--- src/rtl/spi_adc_target_pkg.sv ---
// Shared constants, instruction width-field encoding and FSM states for the
// SPI ADC register-map target.
`timescale 1ns/1ps
package spi_adc_pkg;

    localparam int INSTR_BITS = 16;
    localparam int ADDR_W     = 13;
    localparam int DATA_W     = 8;

    typedef enum logic [1:0] {
        W_1BYTE  = 2'b00,
        W_2BYTE  = 2'b01,
        W_3BYTE  = 2'b10,
        W_STREAM = 2'b11
    } width_t;

    typedef enum logic [2:0] {
        IDLE,
        INSTR,
        WDATA,
        RDATA,
        DONE
    } state_t;

    // The W field encodes (byte count - 1), so the last byte is the one whose index equals W.
    function automatic logic is_last_byte(input width_t w, input logic [1:0] cnt);
        return (w != W_STREAM) && (cnt == 2'(w));
    endfunction

endpackage

--- src/rtl/spi_adc_target_if.sv ---
// Register strobe bus between the SPI target (master side) and the fabric
// register map (slave side).
`timescale 1ns/1ps
interface spi_adc_target_if #(
    parameter int ADDR_W = 13,
    parameter int DATA_W = 8
);
    logic              wr_strobe;
    logic [ADDR_W-1:0] wr_addr;
    logic [DATA_W-1:0] wr_data;
    logic              rd_strobe;
    logic [ADDR_W-1:0] rd_addr;
    logic [DATA_W-1:0] rd_data;

    modport master (
        output wr_strobe, wr_addr, wr_data, rd_strobe, rd_addr,
        input  rd_data
    );

    modport slave (
        input  wr_strobe, wr_addr, wr_data, rd_strobe, rd_addr,
        output rd_data
    );
endinterface

--- src/rtl/spi_adc_target_edge_sync.sv ---
// Multi-flop synchronizer for an asynchronous pin, plus one history flop for
// single-cycle rise/fall pulses on the synchronized level.
`timescale 1ns/1ps
module spi_edge_sync #(
    parameter int SYNC_STAGES = 2
) (
    input  logic clk,
    input  logic reset,
    input  logic i_async,
    output logic o_level,
    output logic o_rise,
    output logic o_fall
);

    logic [SYNC_STAGES-1:0] r_sync;
    logic                   r_prev;

    // Clearing to 0 means a pin already low at reset release never yields a fall.
    always_ff @(posedge clk) begin
        if (reset) begin
            r_sync <= '0;
            r_prev <= 1'b0;
        end else begin
            r_sync <= {r_sync[SYNC_STAGES-2:0], i_async};
            r_prev <= r_sync[SYNC_STAGES-1];
        end
    end

    assign o_level = r_sync[SYNC_STAGES-1];
    assign o_rise  = r_sync[SYNC_STAGES-1] & ~r_prev;
    assign o_fall  = ~r_sync[SYNC_STAGES-1] & r_prev;

endmodule

--- src/rtl/spi_adc_target.sv ---
// 3-wire SPI target decoding ADC-style register frames (16-bit instruction,
// then data bytes) into a simple register strobe bus, oversampled on sys_clk.
`timescale 1ns/1ps
module spi_adc_target #(
    parameter int SYNC_STAGES = 2,
    parameter int ADDR_W      = 13,
    parameter int DATA_W      = 8
) (
    input  logic                    sys_clk,
    input  logic                    reset,
    input  logic                    sclk,
    input  logic                    csb,
    input  logic                    sdio_i,
    output logic                    sdio_o,
    output logic                    sdio_oe,
    output logic                    busy,
    output logic                    frame_error,
    spi_adc_target_if.master        bus
);
    import spi_adc_pkg::*;

    logic w_sclk_level, w_sclk_rise, w_sclk_fall;
    logic w_csb_level, w_csb_rise, w_csb_fall;
    logic w_sdio, w_sdio_rise, w_sdio_fall;
    logic w_unused_sdio_edges;

    spi_edge_sync #(.SYNC_STAGES(SYNC_STAGES)) u_sync_sclk (
        .clk(sys_clk), .reset(reset), .i_async(sclk),
        .o_level(w_sclk_level), .o_rise(w_sclk_rise), .o_fall(w_sclk_fall)
    );

    spi_edge_sync #(.SYNC_STAGES(SYNC_STAGES)) u_sync_csb (
        .clk(sys_clk), .reset(reset), .i_async(csb),
        .o_level(w_csb_level), .o_rise(w_csb_rise), .o_fall(w_csb_fall)
    );

    spi_edge_sync #(.SYNC_STAGES(SYNC_STAGES)) u_sync_sdio (
        .clk(sys_clk), .reset(reset), .i_async(sdio_i),
        .o_level(w_sdio), .o_rise(w_sdio_rise), .o_fall(w_sdio_fall)
    );

    assign w_unused_sdio_edges = &{1'b0, w_sdio_rise, w_sdio_fall, w_sclk_level};

    state_t                  r_state;
    width_t                  r_w;
    logic [3:0]              r_bit_cnt;
    logic [1:0]              r_byte_cnt;
    logic [INSTR_BITS-1:0]   r_shift;
    logic [ADDR_W-1:0]       r_addr;
    logic [DATA_W-1:0]       r_tx;
    logic                    r_cap;
    logic                    r_tx_ready;
    logic                    r_armed;
    logic                    r_sdio_o;
    logic                    r_sdio_oe;
    logic                    r_frame_error;
    logic                    r_wr_strobe;
    logic [ADDR_W-1:0]       r_wr_addr;
    logic [DATA_W-1:0]       r_wr_data;
    logic                    r_rd_strobe;
    logic [ADDR_W-1:0]       r_rd_addr;

    logic [INSTR_BITS-1:0]   w_instr;
    logic [ADDR_W-1:0]       w_addr_dec;
    logic                    w_last;

    assign w_instr    = {r_shift[INSTR_BITS-2:0], w_sdio};
    assign w_addr_dec = r_addr - ADDR_W'(1);
    assign w_last     = is_last_byte(r_w, r_byte_cnt);

    // A csb rise is handled before any sclk edge in the same cycle, so that edge is dropped.
    always_ff @(posedge sys_clk) begin
        if (reset) begin
            r_state       <= IDLE;
            r_w           <= W_1BYTE;
            r_bit_cnt     <= '0;
            r_byte_cnt    <= '0;
            r_shift       <= '0;
            r_addr        <= '0;
            r_tx          <= '0;
            r_cap         <= 1'b0;
            r_tx_ready    <= 1'b0;
            r_armed       <= 1'b0;
            r_sdio_o      <= 1'b0;
            r_sdio_oe     <= 1'b0;
            r_frame_error <= 1'b0;
            r_wr_strobe   <= 1'b0;
            r_wr_addr     <= '0;
            r_wr_data     <= '0;
            r_rd_strobe   <= 1'b0;
            r_rd_addr     <= '0;
        end else begin
            r_wr_strobe   <= 1'b0;
            r_rd_strobe   <= 1'b0;
            r_frame_error <= 1'b0;
            r_cap         <= r_rd_strobe;
            if (w_csb_level) begin
                r_armed <= 1'b1;
            end
            // Fabric data is valid the cycle after rd_strobe, so it is captured one cycle later.
            if (r_cap) begin
                r_tx       <= bus.rd_data;
                r_tx_ready <= 1'b1;
            end

            if (w_csb_rise) begin
                r_state    <= IDLE;
                r_sdio_oe  <= 1'b0;
                r_sdio_o   <= 1'b0;
                r_tx_ready <= 1'b0;
                if (r_state == INSTR ||
                    ((r_state == WDATA || r_state == RDATA) && r_bit_cnt != 4'd0)) begin
                    r_frame_error <= 1'b1;
                end
            end else begin
                case (r_state)
                    IDLE: begin
                        if (w_csb_fall) begin
                            r_state    <= INSTR;
                            r_bit_cnt  <= '0;
                            r_byte_cnt <= '0;
                            r_tx_ready <= 1'b0;
                        end
                    end
                    INSTR: begin
                        if (w_sclk_rise) begin
                            r_shift   <= w_instr;
                            r_bit_cnt <= r_bit_cnt + 4'd1;
                            if (r_bit_cnt == 4'(INSTR_BITS - 1)) begin
                                r_bit_cnt <= '0;
                                r_w       <= width_t'(w_instr[ADDR_W+1:ADDR_W]);
                                r_addr    <= w_instr[ADDR_W-1:0];
                                if (w_instr[INSTR_BITS-1]) begin
                                    r_rd_strobe <= 1'b1;
                                    r_rd_addr   <= w_instr[ADDR_W-1:0];
                                    r_state     <= RDATA;
                                end else begin
                                    r_state <= WDATA;
                                end
                            end
                        end
                    end
                    WDATA: begin
                        if (w_sclk_rise) begin
                            r_shift   <= w_instr;
                            r_bit_cnt <= r_bit_cnt + 4'd1;
                            if (r_bit_cnt == 4'(DATA_W - 1)) begin
                                r_bit_cnt   <= '0;
                                r_wr_strobe <= 1'b1;
                                r_wr_addr   <= r_addr;
                                r_wr_data   <= w_instr[DATA_W-1:0];
                                r_addr      <= w_addr_dec;
                                r_byte_cnt  <= r_byte_cnt + 2'd1;
                                if (w_last) begin
                                    r_state <= DONE;
                                end
                            end
                        end
                    end
                    RDATA: begin
                        if (w_sclk_fall) begin
                            if (r_tx_ready) begin
                                r_sdio_oe  <= 1'b1;
                                r_sdio_o   <= r_tx[DATA_W-1];
                                r_tx       <= {r_tx[DATA_W-2:0], 1'b0};
                                r_tx_ready <= 1'b0;
                            end else if (r_sdio_oe) begin
                                r_sdio_o <= r_tx[DATA_W-1];
                                r_tx     <= {r_tx[DATA_W-2:0], 1'b0};
                            end
                        end
                        if (w_sclk_rise && r_sdio_oe) begin
                            r_bit_cnt <= r_bit_cnt + 4'd1;
                            if (r_bit_cnt == 4'(DATA_W - 1)) begin
                                r_bit_cnt  <= '0;
                                r_addr     <= w_addr_dec;
                                r_byte_cnt <= r_byte_cnt + 2'd1;
                                if (w_last) begin
                                    r_sdio_oe <= 1'b0;
                                    r_state   <= DONE;
                                end else begin
                                    r_rd_strobe <= 1'b1;
                                    r_rd_addr   <= w_addr_dec;
                                end
                            end
                        end
                    end
                    DONE: begin
                        r_sdio_oe <= 1'b0;
                    end
                    default: begin
                        r_state <= IDLE;
                    end
                endcase
            end
        end
    end

    assign sdio_o        = r_sdio_o;
    assign sdio_oe       = r_sdio_oe;
    assign frame_error   = r_frame_error;
    assign busy          = r_armed & ~w_csb_level;
    assign bus.wr_strobe = r_wr_strobe;
    assign bus.wr_addr   = r_wr_addr;
    assign bus.wr_data   = r_wr_data;
    assign bus.rd_strobe = r_rd_strobe;
    assign bus.rd_addr   = r_rd_addr;

endmodule

--- src/flat_wrapper.sv ---
// flat-port wrapper written by rule: the top's interface ports become plain ports
module spi_adc_target_flat import spi_adc_pkg::*;
#(
    parameter int SYNC_STAGES = 2,
    parameter int ADDR_W      = 13,
    parameter int DATA_W      = 8
)
  (sys_clk, reset, sclk, csb, sdio_i, sdio_o, sdio_oe, busy, frame_error, bus_wr_strobe, bus_wr_addr, bus_wr_data, bus_rd_strobe, bus_rd_addr, bus_rd_data);
  spi_adc_target_if #(.ADDR_W(ADDR_W), .DATA_W(DATA_W)) bus_i ();
  input  logic sys_clk;
  input  logic reset;
  input  logic sclk;
  input  logic csb;
  input  logic sdio_i;
  output logic sdio_o;
  output logic sdio_oe;
  output logic busy;
  output logic frame_error;
  output wire logic [$bits(bus_i.wr_strobe)-1:0] bus_wr_strobe;
  output wire logic [$bits(bus_i.wr_addr)-1:0] bus_wr_addr;
  output wire logic [$bits(bus_i.wr_data)-1:0] bus_wr_data;
  output wire logic [$bits(bus_i.rd_strobe)-1:0] bus_rd_strobe;
  output wire logic [$bits(bus_i.rd_addr)-1:0] bus_rd_addr;
  input wire logic [$bits(bus_i.rd_data)-1:0] bus_rd_data;
  assign bus_wr_strobe = bus_i.wr_strobe;
  assign bus_wr_addr = bus_i.wr_addr;
  assign bus_wr_data = bus_i.wr_data;
  assign bus_rd_strobe = bus_i.rd_strobe;
  assign bus_rd_addr = bus_i.rd_addr;
  assign bus_i.rd_data = bus_rd_data;
  spi_adc_target #(.SYNC_STAGES(SYNC_STAGES), .ADDR_W(ADDR_W), .DATA_W(DATA_W)) u_core (.sys_clk(sys_clk), .reset(reset), .sclk(sclk), .csb(csb), .sdio_i(sdio_i), .sdio_o(sdio_o), .sdio_oe(sdio_oe), .busy(busy), .frame_error(frame_error), .bus(bus_i));
endmodule
--- config.mk ---
export PLATFORM = sky130hd
export DESIGN_NAME = spi_adc_target_flat
export DESIGN_NICKNAME = d
export VERILOG_FILES = /design/src/rtl/spi_adc_target_pkg.sv /design/src/rtl/spi_adc_target_if.sv /design/src/rtl/spi_adc_target_edge_sync.sv /design/src/rtl/spi_adc_target.sv /design/src/flat_wrapper.sv
export SDC_FILE = /design/constraint.sdc
export NUM_CORES = 1
export LEC_CHECK = 0
export CORE_MARGIN = 3
export CORE_UTILIZATION = 55
export DETAILED_ROUTE_END_ITERATION = 12
export MAX_ROUTING_LAYER = met4
export PLACE_DENSITY_LB_ADDON = 0.08
export SYNTH_ARGS = -nofsm -noshare
export SYNTH_HDL_FRONTEND = slang
export SYNTH_SLANG_ARGS = --single-unit
--- constraint.sdc ---
create_clock -name sys_clk -period 3 [get_ports sys_clk]
set_clock_uncertainty 0.15 [all_clocks]
set_input_delay 0.6 -clock sys_clk [delete_from_list [all_inputs] [get_ports sys_clk]]
set_output_delay 0.6 -clock sys_clk [all_outputs]
set_load 0.05 [all_outputs]
==> impl_metrics.yaml <==
routing:
  routedWlPerCell_um: 15.6
  routed_wl_mm: 10.1
  drt_pass1_iterations: 4
  vias_per_cell: 5.82
  vias: 3769
  drc: 0
  drt_iter0_drc: 217
  drtAntennaViolNets: 0
sta:
  drv_slew: 0
  period_share_pct: 85.4
  finalHoldViolations: 0
  worst_pin_slew_ns: 1.11
  fin_hold_ws_ns: 0.296
  rsz0062_at_grt: "false"
  maxSlewHeadroom_pct: 26.0
  setup_tns_ns: 0
  period_minus_slack_ns: 2.56
  worst_slack_ns: 0.439
  max_freq_mhz: 390
  finalSetupViolCount: 0
global_routing:
  overflow: 0
  grt_pass1_wl_mm: 17.1
  grt_usage_pct: 24.9
  first_global_vias: 3370
  antenna_found_initial: 0
  grt_max_degree: 95
finish:
  multiInputGateArea_sq_um: 2250
  diodes: 0
  num-nets-final: 560
  drive_above_1_share_pct: 6.92
  seqCellArea_sq_um: 1940
  syn2layout_area_growth_pct: 16.9
  final_cells: 648
  fill_cells: 641
flow_run:
  cap_viol_max_count: 0
synthesis:
  syn_area_per_cell_sq_um: 8.59
  ys_warn_count: 0
  synth_seq_cells: 97
  synthesis.area_sq_um: 4370
  synth_nets: 525
  netlist_instances: 509
  synthArstFlopShare_pct: 0
  synth_ff_type: "dfxtp_1"
  ys_seq_area_share_pct: 44.4
  synth_edf_count: 0
  synth_cell_types: 60
power:
  total_power_mw: 2.41
  p_leak_nw: 1.88
  ir_drop_mv: 0.364
  power.density_nw_per_um2: 471
worst_setup_path:
  ff2ff_setup_slack_ns: 0.44
  critPathKind: "flip-flop to flip-flop"
  required_ns: 3.16
  worstSetupEndpointType: "flip-flop"
  reg2reg_from: "u_core.r_state[2]$_SDFFE_PP0P_"
  startpoint_type: "flip-flop"
  r2r_cells: 5
  worst_r2r_endpoint: "u_core.r_byte_cnt[1]$_SDFFE_PP0P_"
  cp.arrival_ns: 2.72
  critical_path.max_fanout: 16
clock_network:
  clk_pin_slew_worst_paths_ns: 0.10
  cts_max_path_buffers: 2
  cts_made_buffers: 9
  cts_resized: 0
  cts_tree: "done"
  cts_sinks: 97
  clock_latency_ns: 0.37
  hold_buffers: 0
  cts_setup_buffers: 0
  htree_levels: 3
  cts_root_buf: "clkbuf_8"
floorplanning:
  floorplan.die.height_um: 95.2
  dieArea_sq_um: 9060
  num_rows: 31
  start_util_pct: 58.4
  coreArea_sq_um: 7490
  pin_count: 53
  chipWidth_um: 95.2
status:
  status: "completed"
min_path:
  hold_class: "flip-flop to flip-flop"
  hold_path_depth: 1
  whs_endpoint: "u_core.u_sync_sdio.r_sync[1]$_SDFF_PP0_"
  worstHoldStart: "u_core.u_sync_sdio.r_sync[0]$_SDFF_PP0_"
placed_design:
  dp_cells: 632
  dpl.hpwl_mm: 7.06
  io_buffers: 52
  place_ws_ns: 0.483
  gp_congestion: 0.890
## critical path, cell delays in order (launching register included)
cell	delay, ns
dfxtp_1	0.60
nand3b_2	0.30
o21ai_1	0.20
or4b_4	0.61
or4b_1	0.49
a21oi_1	0.15
## registers in the layout, indices dropped and copies added (netlist names), 2 cells and up
name / cells
u_core.u_sync_sclk.r_sync: 2
u_core.r_tx: 8
u_core.r_w: 2
u_core.r_addr: 13
u_core.u_sync_sdio.r_sync: 2
u_core.r_byte_cnt: 2
u_core.bus.wr_addr: 13
u_core.u_sync_csb.r_sync: 2
u_core.r_state: 3
u_core.r_bit_cnt: 4
u_core.bus.wr_data: 8
u_core.r_shift: 15
u_core.bus.rd_addr: 13
## cell usage after synthesis, types with 4 or more instances
cell type	number	share of area (%)
a211oi_1	8	1.4
a21oi_1	53	6.1
clkbuf_1	30	2.6
dfxtp_1	97	44
inv_1	6	0.51
mux2i_1	30	6.9
nand2_1	67	5.8
nand2b_1	9	1.3
nand3_1	12	1.4
nand3b_1	5	0.86
nor2_1	50	4.3
nor2b_1	19	2.7
nor3_1	5	0.57
o2111ai_1	10	2.0
o211ai_1	10	1.7
o21ai_0	18	2.1
o21ai_1	6	0.69
or4_1	4	0.69
xnor2_1	4	0.80
## cell usage in the layout (no fill, tap or decap), types with 12 or more instances in the layout
cell,synthesis,final
a21oi_1,53,53
clkdlybuf4s50_1,0,51
dfxtp_1,97,97
mux2i_1,30,30
nand2_1,67,67
nand3_1,12,12
nor2_1,50,50
nor2b_1,19,19
o21ai_0,18,18
## where the power goes
group          internal [mW]  leakage [nW]  switching (mW)
registers               1.30         0.783          0.0232
clock network          0.335        0.0941           0.474
logic                  0.104          1.00           0.173
total                   1.74          1.88           0.670
## layer usage
| layer | up-vias | wire length [um] | GRT usage (%) |
|---|---|---|---|
| met2 | 126 | 4410 | 34.2 |
| met4 | 0 | 127 | 7.69 |
| met1 | 1758 | 4890 | 36.2 |
| li1 | 1874 | - | - |
| met5 | - | 0 | - |
| met3 | 11 | 692 | 5.68 |
## worst max-delay path by stage
stage	endpoint	slack (ns)	depth (start not counted)	from
global route	u_core.bus.rd_addr[0]$_SDFFE_PP0P_	0.20	5	u_core.r_state[2]$_SDFFE_PP0P_
detailed placement	u_core.r_byte_cnt[1]$_SDFFE_PP0P_	0.48	5	u_core.r_state[2]$_SDFFE_PP0P_
global placement	u_core.r_byte_cnt[1]$_SDFFE_PP0P_	0.56	5	u_core.r_state[2]$_SDFFE_PP0P_
floorplan	u_core.r_byte_cnt[1]$_SDFFE_PP0P_	0.58	5	u_core.sdio_oe$_SDFFE_PP0P_
CTS	u_core.r_byte_cnt[1]$_SDFFE_PP0P_	0.45	5	u_core.r_state[2]$_SDFFE_PP0P_
finish	u_core.r_byte_cnt[1]$_SDFFE_PP0P_	0.44	5	u_core.r_state[2]$_SDFFE_PP0P_
## cell families (layout without fill, tap and decap cells)
kind of cell | count (synthesis) | count (layout) | synth area share (%)
mux | 31 | 31 | 7.12
buf+inv | 42 | 82 | 4.15
fa+ha+maj | 3 | 3 | 0.858
xor+xnor | 7 | 7 | 1.40
flops | 97 | 97 | 44.4
simple gates | 201 | 201 | 23.5
compound gates | 128 | 128 | 18.5
## cell type report
type	instances	share of cell area, %
Multi-Input combinational cell	370	44.0
Sequential cell	97	38.0
Timing Repair Buffer	60	11.5
Clock buffer	10	2.69
Tap cell	99	2.42
Clock inverter	6	0.930
Inverter	6	0.441
## per-stage QoR
stage / util [%] / cell area (sq um)
floorplan: - / 4370
global placement: 65.8 / 4930
detailed placement: 65.8 / 4930
CTS: 68.3 / 5110
global route: 68.3 / 5110
finish: 68.3 / 5110
Power figures use the tool's default switching activity.
